File: config.mk
export PLATFORM = sky130hd
export DESIGN_NAME = irq_capture_4
export DESIGN_NICKNAME = d
export VERILOG_FILES = /design/src/rtl/irq_capture_4.sv
export SDC_FILE = /design/constraint.sdc
export NUM_CORES = 1
export LEC_CHECK = 0
export CAP_MARGIN = 20
export CORE_MARGIN = 8
export CORE_UTILIZATION = 44
export CTS_BUF_LIST = sky130_fd_sc_hd__clkbuf_4
export CTS_CLUSTER_SIZE = 40
export DETAILED_ROUTE_END_ITERATION = 16
export GPL_TIMING_DRIVEN = 0
export PLACE_DENSITY = 0.82
export SLEW_MARGIN = 25
export SYNTH_ARGS = -nofsm -noshare
export SYNTH_HDL_FRONTEND = slang
export SYNTH_SLANG_ARGS = --single-unit
File: constraint.sdc
create_clock -name clk -period 2.1 [get_ports clk]
set_input_delay 0.315 -clock clk [delete_from_list [all_inputs] [get_ports clk]]
set_output_delay 0.315 -clock clk [all_outputs]
set_load 0.01 [all_outputs]
File: src/rtl/irq_capture_4.sv
// irq_capture_4: four-channel interrupt capture stage that feeds a 4-to-2 priority encoder.
// Raw request lines are edge-detected and held in sticky pending bits until they are
// acknowledged by channel index. A mask gates only the visible pend output. Overflow
// and bad-acknowledge conditions are flagged.
// Optional feature: define IRQ_CAPTURE_SYNC_EN to put a 2-flop synchronizer in front of
// the edge detector. Without it, irq_in must already be synchronous to clk.
module irq_capture_4 #(
   parameter logic [3:0] MASK_RST = 4'b0000
) (
   input  logic       clk,
   input  logic       rst_n,
   input  logic [3:0] irq_in,
   input  logic       mask_we,
   input  logic [3:0] mask_wdata,
   input  logic       ack,
   input  logic [1:0] ack_id,
   output logic [3:0] pend,
   output logic       irq_req,
   output logic [3:0] mask,
   output logic [3:0] ovf,
   output logic       ack_err
);

   logic [3:0] s;
   logic [3:0] s_d_q;
   logic [3:0] s_d_d;
   logic [3:0] edge_det;
   logic [3:0] pend_raw_q;
   logic [3:0] pend_raw_d;
   logic [3:0] ovf_q;
   logic [3:0] ovf_d;
   logic [3:0] mask_q;
   logic [3:0] mask_d;
   logic       ack_err_q;
   logic       ack_err_d;
   logic       ack_valid;
   logic [3:0] clr_vec;

`ifdef IRQ_CAPTURE_SYNC_EN
   logic [3:0] sync1_q;
   logic [3:0] sync2_q;

   // Two-flop synchronizer bringing the asynchronous request lines into the clk domain
   always_ff @(posedge clk or negedge rst_n) begin
      if (!rst_n) begin
         sync1_q <= 4'b0000;
         sync2_q <= 4'b0000;
      end else begin
         sync1_q <= irq_in;
         sync2_q <= sync1_q;
      end
   end

   assign s = sync2_q;
`else
   assign s = irq_in;
`endif

   // Edge history starts at zero so a line held high across reset release reads as one rising edge
   always_comb begin
      s_d_d    = s;
      edge_det = s & ~s_d_q;
   end

   // Acknowledge decode: an ack only counts when the addressed channel is actually pending
   always_comb begin
      ack_valid        = ack & pend_raw_q[ack_id];
      ack_err_d        = ack & ~pend_raw_q[ack_id];
      clr_vec          = 4'b0000;
      if (ack_valid) begin
         clr_vec[ack_id] = 1'b1;
      end
   end

   // Pending and overflow next state; a same-cycle edge beats a clear and leaves ovf untouched
   always_comb begin
      pend_raw_d = pend_raw_q;
      ovf_d      = ovf_q;
      for (int i = 0; i < 4; i++) begin
         if (edge_det[i]) begin
            pend_raw_d[i] = 1'b1;
            if (pend_raw_q[i] && !clr_vec[i]) begin
               ovf_d[i] = 1'b1;
            end
         end else if (clr_vec[i]) begin
            pend_raw_d[i] = 1'b0;
            ovf_d[i]      = 1'b0;
         end
      end
   end

   // Mask register update, independent of any acknowledge in the same cycle
   always_comb begin
      mask_d = mask_q;
      if (mask_we) begin
         mask_d = mask_wdata;
      end
   end

   // State registers for edge history, pending bits, overflow, mask and the ack error pulse
   always_ff @(posedge clk or negedge rst_n) begin
      if (!rst_n) begin
         s_d_q      <= 4'b0000;
         pend_raw_q <= 4'b0000;
         ovf_q      <= 4'b0000;
         mask_q     <= MASK_RST;
         ack_err_q  <= 1'b0;
      end else begin
         s_d_q      <= s_d_d;
         pend_raw_q <= pend_raw_d;
         ovf_q      <= ovf_d;
         mask_q     <= mask_d;
         ack_err_q  <= ack_err_d;
      end
   end

   // Outputs come from registers only, so there is no input-to-output combinational path
   always_comb begin
      pend    = pend_raw_q & ~mask_q;
      irq_req = |(pend_raw_q & ~mask_q);
      mask    = mask_q;
      ovf     = ovf_q;
      ack_err = ack_err_q;
   end

endmodule

* Yosys cells after proc, flatten, opt, wreduce, memory -nomap -nowiden
Cells that the tools add are included.
** Cells by class
- Magnitude comparators :: 2
- Equality and inequality tests :: 4
- Multiplexer cells :: 21
- Bitwise gates (word level) :: 7
- Reduce and logical (&&, ||, !) cells :: 18
** Operators with widths (number)
- 1-bit two-way mux :: 18
- 4-bit bitwise AND :: 2
- 2-bit by 1-bit inequality test with 1-bit output (second input constant) :: 4
- 4-bit NOT :: 2
- 2-bit AND reduction :: 4
- 2-bit nonzero test :: 4
- 1-bit logical AND :: 5
- 1-bit logical NOT :: 4
- 4-bit two-way mux :: 1
- 4-bit OR reduction :: 1
- 2-bit by 3-bit less-than comparator with 1-bit output (second input constant) :: 1
- 1-bit bitwise AND :: 2
- 1-bit binary-select mux with 2-bit select :: 1
- 1-bit demux with 2-bit select :: 1
- 2-bit by 1-bit >= comparator with 1-bit output (second input constant) :: 1
- 1-bit NOT :: 1
** Word-level totals
- Register bits :: 17
- Bits of input ports :: 14
- Output and inout port bits :: 14
- Word-level logic and storage cells :: 63

* Depth between registers and ports, before layout
Gate-level depths: netlist of the first run.
- Depth in word-level cells :: 9
- Gate-level depth with buffers :: 3
- Depth with buffers taken out :: 3

* Worst setup path after synthesis of the first run
OpenSTA, ideal clock, no wires.
- Path type :: register -> output
- Start point :: register pend_raw_q[1]
- End point :: output irq_req
- Data arrival time :: 1.089 ns
- Data required time :: 1.785 ns
- Setup slack :: 0.696 ns
- Stages on the path, launching flop included :: 4
- Path buffers :: 0
- Cell sequence :: dfrtp_1 inv_1 nor2_1 or4_1
** On the way
- Word-level cells in the longest chain between the ends :: 2
** Ends and longest elaborated chain
- start, declared :: line 28 : logic [3:0] pend_raw_q;
- start signal, assigned :: line 110 : pend_raw_q <= pend_raw_d;
- 4-bit bitwise AND
- net pend[1] :: line 17 : output logic [3:0] pend,
- 4-bit OR reduction :: line 120 : irq_req = |(pend_raw_q & ~mask_q);
- end, declared :: line 18 : output logic irq_req,
The timed path passes the listed nets, and every way through them passes these cells.

* Worst setup path in the final report of the first run
- Start point :: register pend_raw_q[1]
- End point :: output irq_req
** On the way
- Word-level cells in the longest chain between the ends :: 2
** Ends and longest elaborated chain (line)
- 4-bit bitwise AND :: 120
- 4-bit OR reduction :: 120
Every way passes these cells.

==> impl_metrics.yaml, run 1 <==
worst_setup_path:
  reg2reg_depth: 2
  kind_of_critical_path: "reg2out"
  timing.critical_path.from_type: "flop"
  r2r_slack_ps: 1040
  required_ps: 1780
  end_point_of_the_critical_path: "irq_req"
  timing.critical_path.to_type: "output port"
  worstPathMaxFanout: 4
  crit_start: "pend_raw_q[1]"
  cp_data_arrival_time_ps: 1640
  rr_startpoint: "pend_raw_q[1]"
  worst_r2r_endpoint: "ack_err"
pwr:
  p_per_area_nw_per_um2: 788.7
  power.ir.vdd_worst_mv: 0.3946
  fin_total_pwr_uw: 791.5
  total_leakage_power_uw: 0.0004395
sta:
  timing_max_transition_violations_final: 0
  timing.final.hold_violations: 0
  worst_tran_pin_value_ps: 765.7
  hold-worst-slack_ps: 461.8
  max_clock_freq_mhz: 510.9
  setup-tns-final_ps: 0
  grt_setup_unrepaired: "no"
  setup_viol: 0
  layout_min_cycle_time_ps: 1957
  fin_worst_skew_ps: 6.455
  max_slew_margin_pct: 48.79
  fin_crit_sh_pct: 93.20
global_route:
  number_of_global_route_vias_before_repair: 586
  groute.usage.overall_pct: 10.48
  gr-total-overflow: 0
  grt_pass1_wl_mm: 2.553
  grt_start_max_net_pins: 18
  grt_antenna_before_repair: 0
floorplanning:
  placeableCoreArea_um2: 1489
  die-area_um2: 3074
  die_width_um: 55.44
  initial_core_util_pct: 45.97
  top_level_port_count: 28
  die_height_um: 55.44
  fp-row-count: 14
hold_path:
  hold_path_class: "in2async"
drt:
  detail_route.first_pass.iterations: 4
  avgRoutedWirePerCell_um: 14.51
  detail-route-antenna-nets: 0
  remaining_drc_errors: 0
  detailedRoute.firstIterationViolations: 5
  drt-vias-per-instance: 5.132
  via_count: 544
  drt_wl_total_mm: 1.538
yosys:
  ys_top_cells_by_area: "dfrtp_1, mux2_2, a21oi_1"
  postSynth.asyncResetShare_pct: 100.0
  post-synth-top-area-cell: "dfrtp_1"
  netlist_area_um2: 684.4
  synth_sequential_area_ratio_pct: 62.16
  post_synth_most_frequent_cells: "dfrtp_1, a21oi_1, inv_1"
  dominantRegCellSynth: "dfrtp_1"
  post_synthesis_register_bit_count: 17
  yosys_warnings: 0
  post_synth_inst_count: 59
  avgSynthCellArea_um2: 11.60
  post_synth_edffs: 0
  synth.top_cell.area_share_pct: 62.16
  yosys.cell_count.top_type: "dfrtp_1"
  syn_nets: 73
  ys_types: 17
clock_network:
  cts_max_path_buffers: 2
  htree_levels: 1
  clock_tree.root_cell: "clkbuf_4"
  number_of_cells_upsized_or_downsized_after_cts: 1
  clock_latency_ps: 290
  cts_made_buffers: 3
  path_clk_slew_ps: 100
  cts_hold_repair.buffers: 0
  post-cts-setup-buffer-count: 0
  tritoncts_num_sinks: 17
  cts_tree: "built"
finish:
  drive_gt1_share_pct: 10.00
  fin_nets: 105
  syn2layout_area_growth_pct: 46.62
  n_antenna_cell: 0
flow_run:
  timing.max_cap.violations: 0
placement:
  gpl.final_weighted_congestion: 0.6831
  numPortBuffers: 27
  dp.final_hpwl_mm: 1.204
status:
  result_of_the_run: "finished clean"
-- per-stage QoR --
stage	worst slack (ps)	cell area, um^2	std cells	utilization (%)
2_1_floorplan	696.3	684.4	59	-
3_5_place_dp	241.5	974.7	102	65.46
3_3_place_gp	245.6	974.7	102	65.46
6_report	142.9	1003	106	67.40
4_1_cts	115.7	1003	106	67.40
5_1_grt	41.00	1003	106	67.40
-- critical path, cell delays in order, from the launching register on --
cell,delay [ps]
dfrtp_1,420
inv_1,80
nor2_1,50
or4_1,500
dlygate4sd2_1,300
-- metal layers --
layer / routed length (um) / track usage, % / up-vias / part of all wire (%)
li1: - / - / 266 / -
met1: 591 / 9.409 / 254 / 38
met2: 714 / 16.19 / 22 / 46
met4: 17 / 6.338 / 0 / 1.1
met5: 0 / 0 / - / 0
met3: 215 / 8.219 / 2 / 14
-- cell type report --
| type | count | area [um^2] |
|---|---|---|
| clock buffers | 4 | 30.03 |
| fillers | 128 | 485.5 |
| inverters | 5 | 18.77 |
| multi-input cells | 37 | 240.2 |
| flip-flops and latches | 17 | 425.4 |
| well taps | 16 | 20.02 |
| repair buffers | 27 | 269.0 |
-- placed cells by master, fill, tap and decap left out --
master / count
mux4_2: 1
mux2_2: 4
nor2_1: 4
a21oi_1: 7
a21o_1: 1
nor2b_1: 3
inv_1: 5
clkdlybuf4s50_1: 26
nor3b_1: 1
clkbuf_4: 4
nand2_1: 4
dlygate4sd2_1: 1
o21bai_1: 1
o21ai_0: 4
nand3_1: 2
dfrtp_1: 17
nand3b_1: 1
a41oi_1: 1
or4_1: 1
nand2b_1: 2
-- cells by family after synthesis --
logic type | Yosys count | synth area share (%)
and+or+nand+nor | 18 | 13.71
AOI/OAI and AO/OA | 14 | 11.52
buffers and inverters | 5 | 2.743
DFF | 17 | 62.16
muxes | 5 | 9.871
-- worst min path at each step --
stage	endpoint	depth (start not counted)	slack, ps
final	mask[1]	1	460
after CTS	s_d_q[0]	1	470
after global routing	s_d_q[0]	1	450
after detailed placement	pend_raw_q[2]	2	510
after global placement	pend_raw_q[3]	2	500
after floorplan	ack_err	0	20
-- registers in the layout, indices dropped and copies added, names as in the netlist --
register and count:
ack_err 1, mask 4, ovf 4, pend_raw_q 4, s_d_q 4
-- power breakdown --
group          switching [uW]  internal, uW
Sequential               29.3           368
Clock                     100          86.7
Combinational            84.8           123
No activity file was read; power rests on OpenSTA's default activity.
==> run 2, diff against run 1 <==
--- a/config.mk
+++ b/config.mk
@@ -5,14 +5,15 @@
 export SDC_FILE = /design/constraint.sdc
 export NUM_CORES = 1
 export LEC_CHECK = 0
+export ABC_CLOCK_PERIOD_IN_PS = 2100
 export CAP_MARGIN = 20
 export CORE_MARGIN = 8
-export CORE_UTILIZATION = 44
-export CTS_BUF_LIST = sky130_fd_sc_hd__clkbuf_4
+export CORE_UTILIZATION = 43
+export CTS_BUF_LIST = sky130_fd_sc_hd__clkbuf_16
 export CTS_CLUSTER_SIZE = 40
 export DETAILED_ROUTE_END_ITERATION = 16
 export GPL_TIMING_DRIVEN = 0
-export PLACE_DENSITY = 0.82
+export PLACE_DENSITY = 0.8
 export SLEW_MARGIN = 25
 export SYNTH_ARGS = -nofsm -noshare
 export SYNTH_HDL_FRONTEND = slang
==> impl_metrics.yaml, run 2 (synthesized netlist as in run 1, its figures left out) <==
global_route:
  groute.usage.overall_pct: 12.49
  globalRouteMet2Util_pct: 20.35
  grt_antenna_before_repair: 0
  gr-total-overflow: 0
  grt_pass1_wl_mm: 3.160
  groute.layer.met1.usage_pct: 12.75
  top_usage_layer: "met2"
  grt_start_max_net_pins: 18
  number_of_global_route_vias_before_repair: 692
  global_route.usage.met3_pct: 4.338
sta:
  max_clock_freq_mhz: 524.0
  max_slew_margin_pct: 50.52
  worst_tran_pin_value_ps: 739.9
  timing_max_transition_violations_final: 0
  grt_setup_unrepaired: "no"
  setup_ws_ps: 191.4
  fin_worst_skew_ps: 0.8907
  timing.final.hold_violations: 0
  setup_viol: 0
  layout_min_cycle_time_ps: 1909
  setup-tns-final_ps: 0
  fin_crit_sh_pct: 90.88
floorplanning:
  die-area_um2: 3124
  placeableCoreArea_um2: 1506
  die_width_um: 55.90
  fp-row-count: 14
  top_level_port_count: 28
  die_height_um: 55.90
  initial_core_util_pct: 45.43
drt:
  remaining_drc_errors: 0
  detail_route.first_pass.iterations: 4
  drt-vias-per-instance: 5.321
  via_count: 564
  detailedRoute.firstIterationViolations: 6
  detail-route-antenna-nets: 0
  drt_wl_total_mm: 1.813
  avgRoutedWirePerCell_um: 17.10
finish:
  drive_gt1_share_pct: 8.889
  mostFrequentLayoutCells: "clkdlybuf4s50_1, dfrtp_1, a21oi_1, inv_1"
  regArea_um2: 425.4
  layout.filler_cells: 125
  n_antenna_cell: 0
  most_common_library_cell_in_the_layout_ignoring_fill_and_taps: "clkdlybuf4s50_1"
  multiInputGateArea_um2: 240.2
  syn2layout_area_growth_pct: 53.75
  fin_nets: 105
clock_network:
  cts_made_buffers: 3
  tritoncts_num_sinks: 17
  cts_max_path_buffers: 2
  path_clk_slew_ps: 50
  clock_latency_ps: 240
  htree_levels: 1
  clock_tree.root_cell: "clkbuf_16"
  cts_hold_repair.buffers: 0
  cts_tree: "built"
placement:
  dp_slack_ps: 247.1
  gpl.final_weighted_congestion: 0.7580
  dp.final_hpwl_mm: 1.322
  numPortBuffers: 27
pwr:
  fin_total_pwr_uw: 982.3
  power.ir.vdd_worst_mv: 0.5764
  p_per_area_nw_per_um2: 933.5
  total_leakage_power_uw: 0.0004634
flow_run:
  timing.max_cap.violations: 0
status:
  result_of_the_run: "finished clean"
worst_setup_path:
  worstPathMaxFanout: 4
  kind_of_critical_path: "reg2out"
  cp_data_arrival_time_ps: 1590
  timing.critical_path.from_type: "flop"
  timing.critical_path.to_type: "output port"
  required_ps: 1780
hold_path:
  hold_path_class: "in2async"
## run 2: final cells by class
class                           instances  share of cell area (%)
Clock inverter                          1                  0.3567
Tap cell                               16                   1.902
Timing Repair Buffer                   27                   25.56
Inverter                                5                   1.784
Sequential cell                        17                   40.43
Multi-Input combinational cell         37                   22.83
Clock buffer                            3                   7.134
## run 2: critical path, cell delays in order (launching register included)
cell,delay [ps]
dfrtp_1,410
inv_1,80
nor2_1,50
or4_1,500
dlygate4sd2_1,300
## run 2: timing repair
item	in CTS	in global routing
setup buffers	0	0
endpoints found under the setup margin	1	0
gates resized for setup	1	0
## run 2: report_power, final
| part | internal [uW] | leakage [uW] | total (uW) | switching [uW] |
|---|---|---|---|---|
| clock network | 252 | 0.0000423 | 367 | 115 |
| registers | 369 | 0.000195 | 401 | 31.7 |
| logic | 123 | 0.000226 | 215 | 92.0 |
| total | 744 | 0.000463 | 982 | 238 |
## run 2: path summary, 6_finish.rpt
path,end,slack [ps],depth (start not counted),from
worst min-delay path,s_d_q[1],510,1,rst_n
worst max register to register,ack_err,1040,2,pend_raw_q[1]
worst max-delay path,irq_req,190,4,pend_raw_q[1]
min in group clk,s_d_q[3],540,1,irq_in[3]
max in group asynchronous,ovf[0],1120,1,rst_n
worst min register to register,pend_raw_q[2],540,2,s_d_q[2]
## run 2: layer usage
layer / vias to the layer above / routed length, um
met2: 29 / 883
met1: 263 / 706
met4: 0 / 76
met3: 7 / 147
met5: - / 0
li1: 265 / -
## run 2: stage by stage
step | area (um^2) | hold WS [ps] | std cells | util (%)
2_1_floorplan | 684.4 | 19.41 | 59 | -
3_3_place_gp | 974.7 | 502.8 | 102 | 64.70
3_5_place_dp | 974.7 | 514.7 | 102 | 64.70
4_1_cts | 1052 | 537.6 | 106 | 69.85
5_1_grt | 1052 | 556.0 | 106 | 69.85
6_report | 1052 | 511.8 | 106 | 69.85
==> run 3, diff against run 2 <==
--- a/config.mk
+++ b/config.mk
@@ -5,7 +5,7 @@
 export SDC_FILE = /design/constraint.sdc
 export NUM_CORES = 1
 export LEC_CHECK = 0
-export ABC_CLOCK_PERIOD_IN_PS = 2100
+export ABC_CLOCK_PERIOD_IN_PS = 2400
 export CAP_MARGIN = 20
 export CORE_MARGIN = 8
 export CORE_UTILIZATION = 43
==> constraint.sdc (replaced) <==
create_clock -name clk -period 2.4 [get_ports clk]
set_input_delay 0.36 -clock clk [delete_from_list [all_inputs] [get_ports clk]]
set_output_delay 0.36 -clock clk [all_outputs]
set_load 0.01 [all_outputs]
==> impl_metrics.yaml, run 3 (synthesized netlist as in run 1, its figures left out) <==
sta:
  max_slew_margin_pct: 50.52
  setup-tns-final_ps: 0
  grt_setup_unrepaired: "no"
  timing.final.hold_violations: 0
  setup_viol: 0
  max_clock_freq_mhz: 463.8
  worst_tran_pin_value_ps: 739.9
  layout_min_cycle_time_ps: 2156
  hold-worst-slack_ps: 541.5
  fin_crit_sh_pct: 89.85
  fin_worst_skew_ps: 0.8907
  timing_max_transition_violations_final: 0
worst_setup_path:
  timing.critical_path.from_type: "flop"
  reg2reg_depth: 2
  r2r_slack_ps: 1340
  number_of_buffers_and_inverters_on_the_critical_path: 2
  cpMaxStageDelayCell: "or4_1"
  rr_startpoint: "pend_raw_q[1]"
  critPathTopFamily: "buffers and inverters"
  kind_of_critical_path: "reg2out"
  critical_path.max_stage_delay_ps: 510
  required_ps: 2040
  crit_chain: "inv_1 > nor2_1 > or4_1 > clkdlybuf4s50_1"
  worstPathMaxFanout: 4
  worst_r2r_endpoint: "ack_err"
  cp_data_arrival_time_ps: 1800
  timing.critical_path.to_type: "output port"
clock_network:
  post-cts-setup-buffer-count: 0
  htree_levels: 1
  number_of_cells_upsized_or_downsized_after_cts: 0
  cts_max_path_buffers: 2
  cts_tree: "built"
  path_clk_slew_ps: 50
  clock_tree.root_cell: "clkbuf_16"
  cts_hold_repair.buffers: 0
  cts_made_buffers: 3
  clock_latency_ps: 240
  tritoncts_num_sinks: 17
placement:
  gpl.final_weighted_congestion: 0.7580
  numPortBuffers: 27
  place_inst: 102
  dp.final_hpwl_mm: 1.322
drt:
  drt-vias-per-instance: 5.321
  avgRoutedWirePerCell_um: 17.09
  remaining_drc_errors: 0
  detail_route.first_pass.iterations: 4
  drt_wl_total_mm: 1.812
  detailedRoute.firstIterationViolations: 6
  via_count: 564
  detail-route-antenna-nets: 0
finish:
  syn2layout_area_growth_pct: 53.93
  drive_gt1_share_pct: 8.889
  n_antenna_cell: 0
  mostFrequentLayoutCells: "clkdlybuf4s50_1, dfrtp_1, a21oi_1, inv_1"
  most_common_library_cell_in_the_layout_ignoring_fill_and_taps: "clkdlybuf4s50_1"
  finish.cell_count_without_fillers: 106
  layout.filler_cells: 124
  fin_nets: 105
floorplanning:
  top_level_port_count: 28
  die-area_um2: 3124
  placeableCoreArea_um2: 1506
  initial_core_util_pct: 45.43
  die_height_um: 55.90
  fp-row-count: 14
  die_width_um: 55.90
pwr:
  power.ir.vdd_worst_mv: 0.5050
  total_leakage_power_uw: 0.0004644
  p_per_area_nw_per_um2: 817.4
global_route:
  number_of_global_route_vias_before_repair: 692
  groute.usage.overall_pct: 12.44
  grt_start_max_net_pins: 18
  gr-total-overflow: 0
  grt_pass1_wl_mm: 3.146
  grt_antenna_before_repair: 0
hold_path:
  hold_path_class: "reg2reg"
  timing.hold.worst_path_depth: 2
  whs_endpoint: "pend_raw_q[2]"
  min_from: "s_d_q[2]"
flow_run:
  timing.max_cap.violations: 0
status:
  result_of_the_run: "finished clean"
==> run 3: cell count changes in the layout (fill, tap and decap cells not counted) <==
cell,previous run,this run
clkdlybuf4s50_1,26,27
dlygate4sd2_1,1,0
==> run 3: worst max path at each step <==
stage | cells past startpoint | startpoint | end | slack [ps]
floorplan | 3 | pend_raw_q[1] | irq_req | 950
global placement | 4 | pend_raw_q[0] | irq_req | 510
detailed placement | 4 | pend_raw_q[0] | irq_req | 500
CTS | 4 | pend_raw_q[1] | irq_req | 240
global route | 4 | pend_raw_q[1] | irq_req | 160
finish | 4 | pend_raw_q[1] | irq_req | 240
==> run 3: metal layers <==
metal | vias up | wire, um | global-route usage [%]
li1 | 265 | - | -
met1 | 263 | 705 | 12.62
met2 | 29 | 883 | 20.35
met3 | 7 | 147 | 4.338
met4 | 0 | 76 | 9.622
met5 | - | 0 | 0
==> run 3: final cells by class <==
class	count	area [um^2]	share of cell area (%)
Clock buffer	3	75.07	7.126
Clock inverter	1	3.754	0.3563
Inverter	5	18.77	1.781
Multi-Input combinational cell	37	240.2	22.80
Sequential cell	17	425.4	40.38
Tap cell	16	20.02	1.900
Timing Repair Buffer	27	270.3	25.65
==> run 3: stage by stage <==
step	total power, uW	setup slack [ps]	util [%]	cell area [um^2]
finish	861.2	243.7	69.93	1054
global route	900.5	161.9	69.93	1054
CTS	872.2	235.2	69.93	1054
detailed placement	542.5	502.1	64.70	974.7
global placement	532.8	512.6	64.70	974.7
floorplan	420.0	951.3	-	684.4
==> run 3: worst register-to-register path: cells and delay by family (launching register included) <==
kind / cells / cell delay, ps
and+or+nand+nor: 1 / 110
DFF: 1 / 410
muxes: 1 / 470
==> run 3: where the power goes <==
group,internal [uW],total [uW],switching (uW)
sequential,323,351,27.8
clock,221,321,100
combinational,109,190,80.6
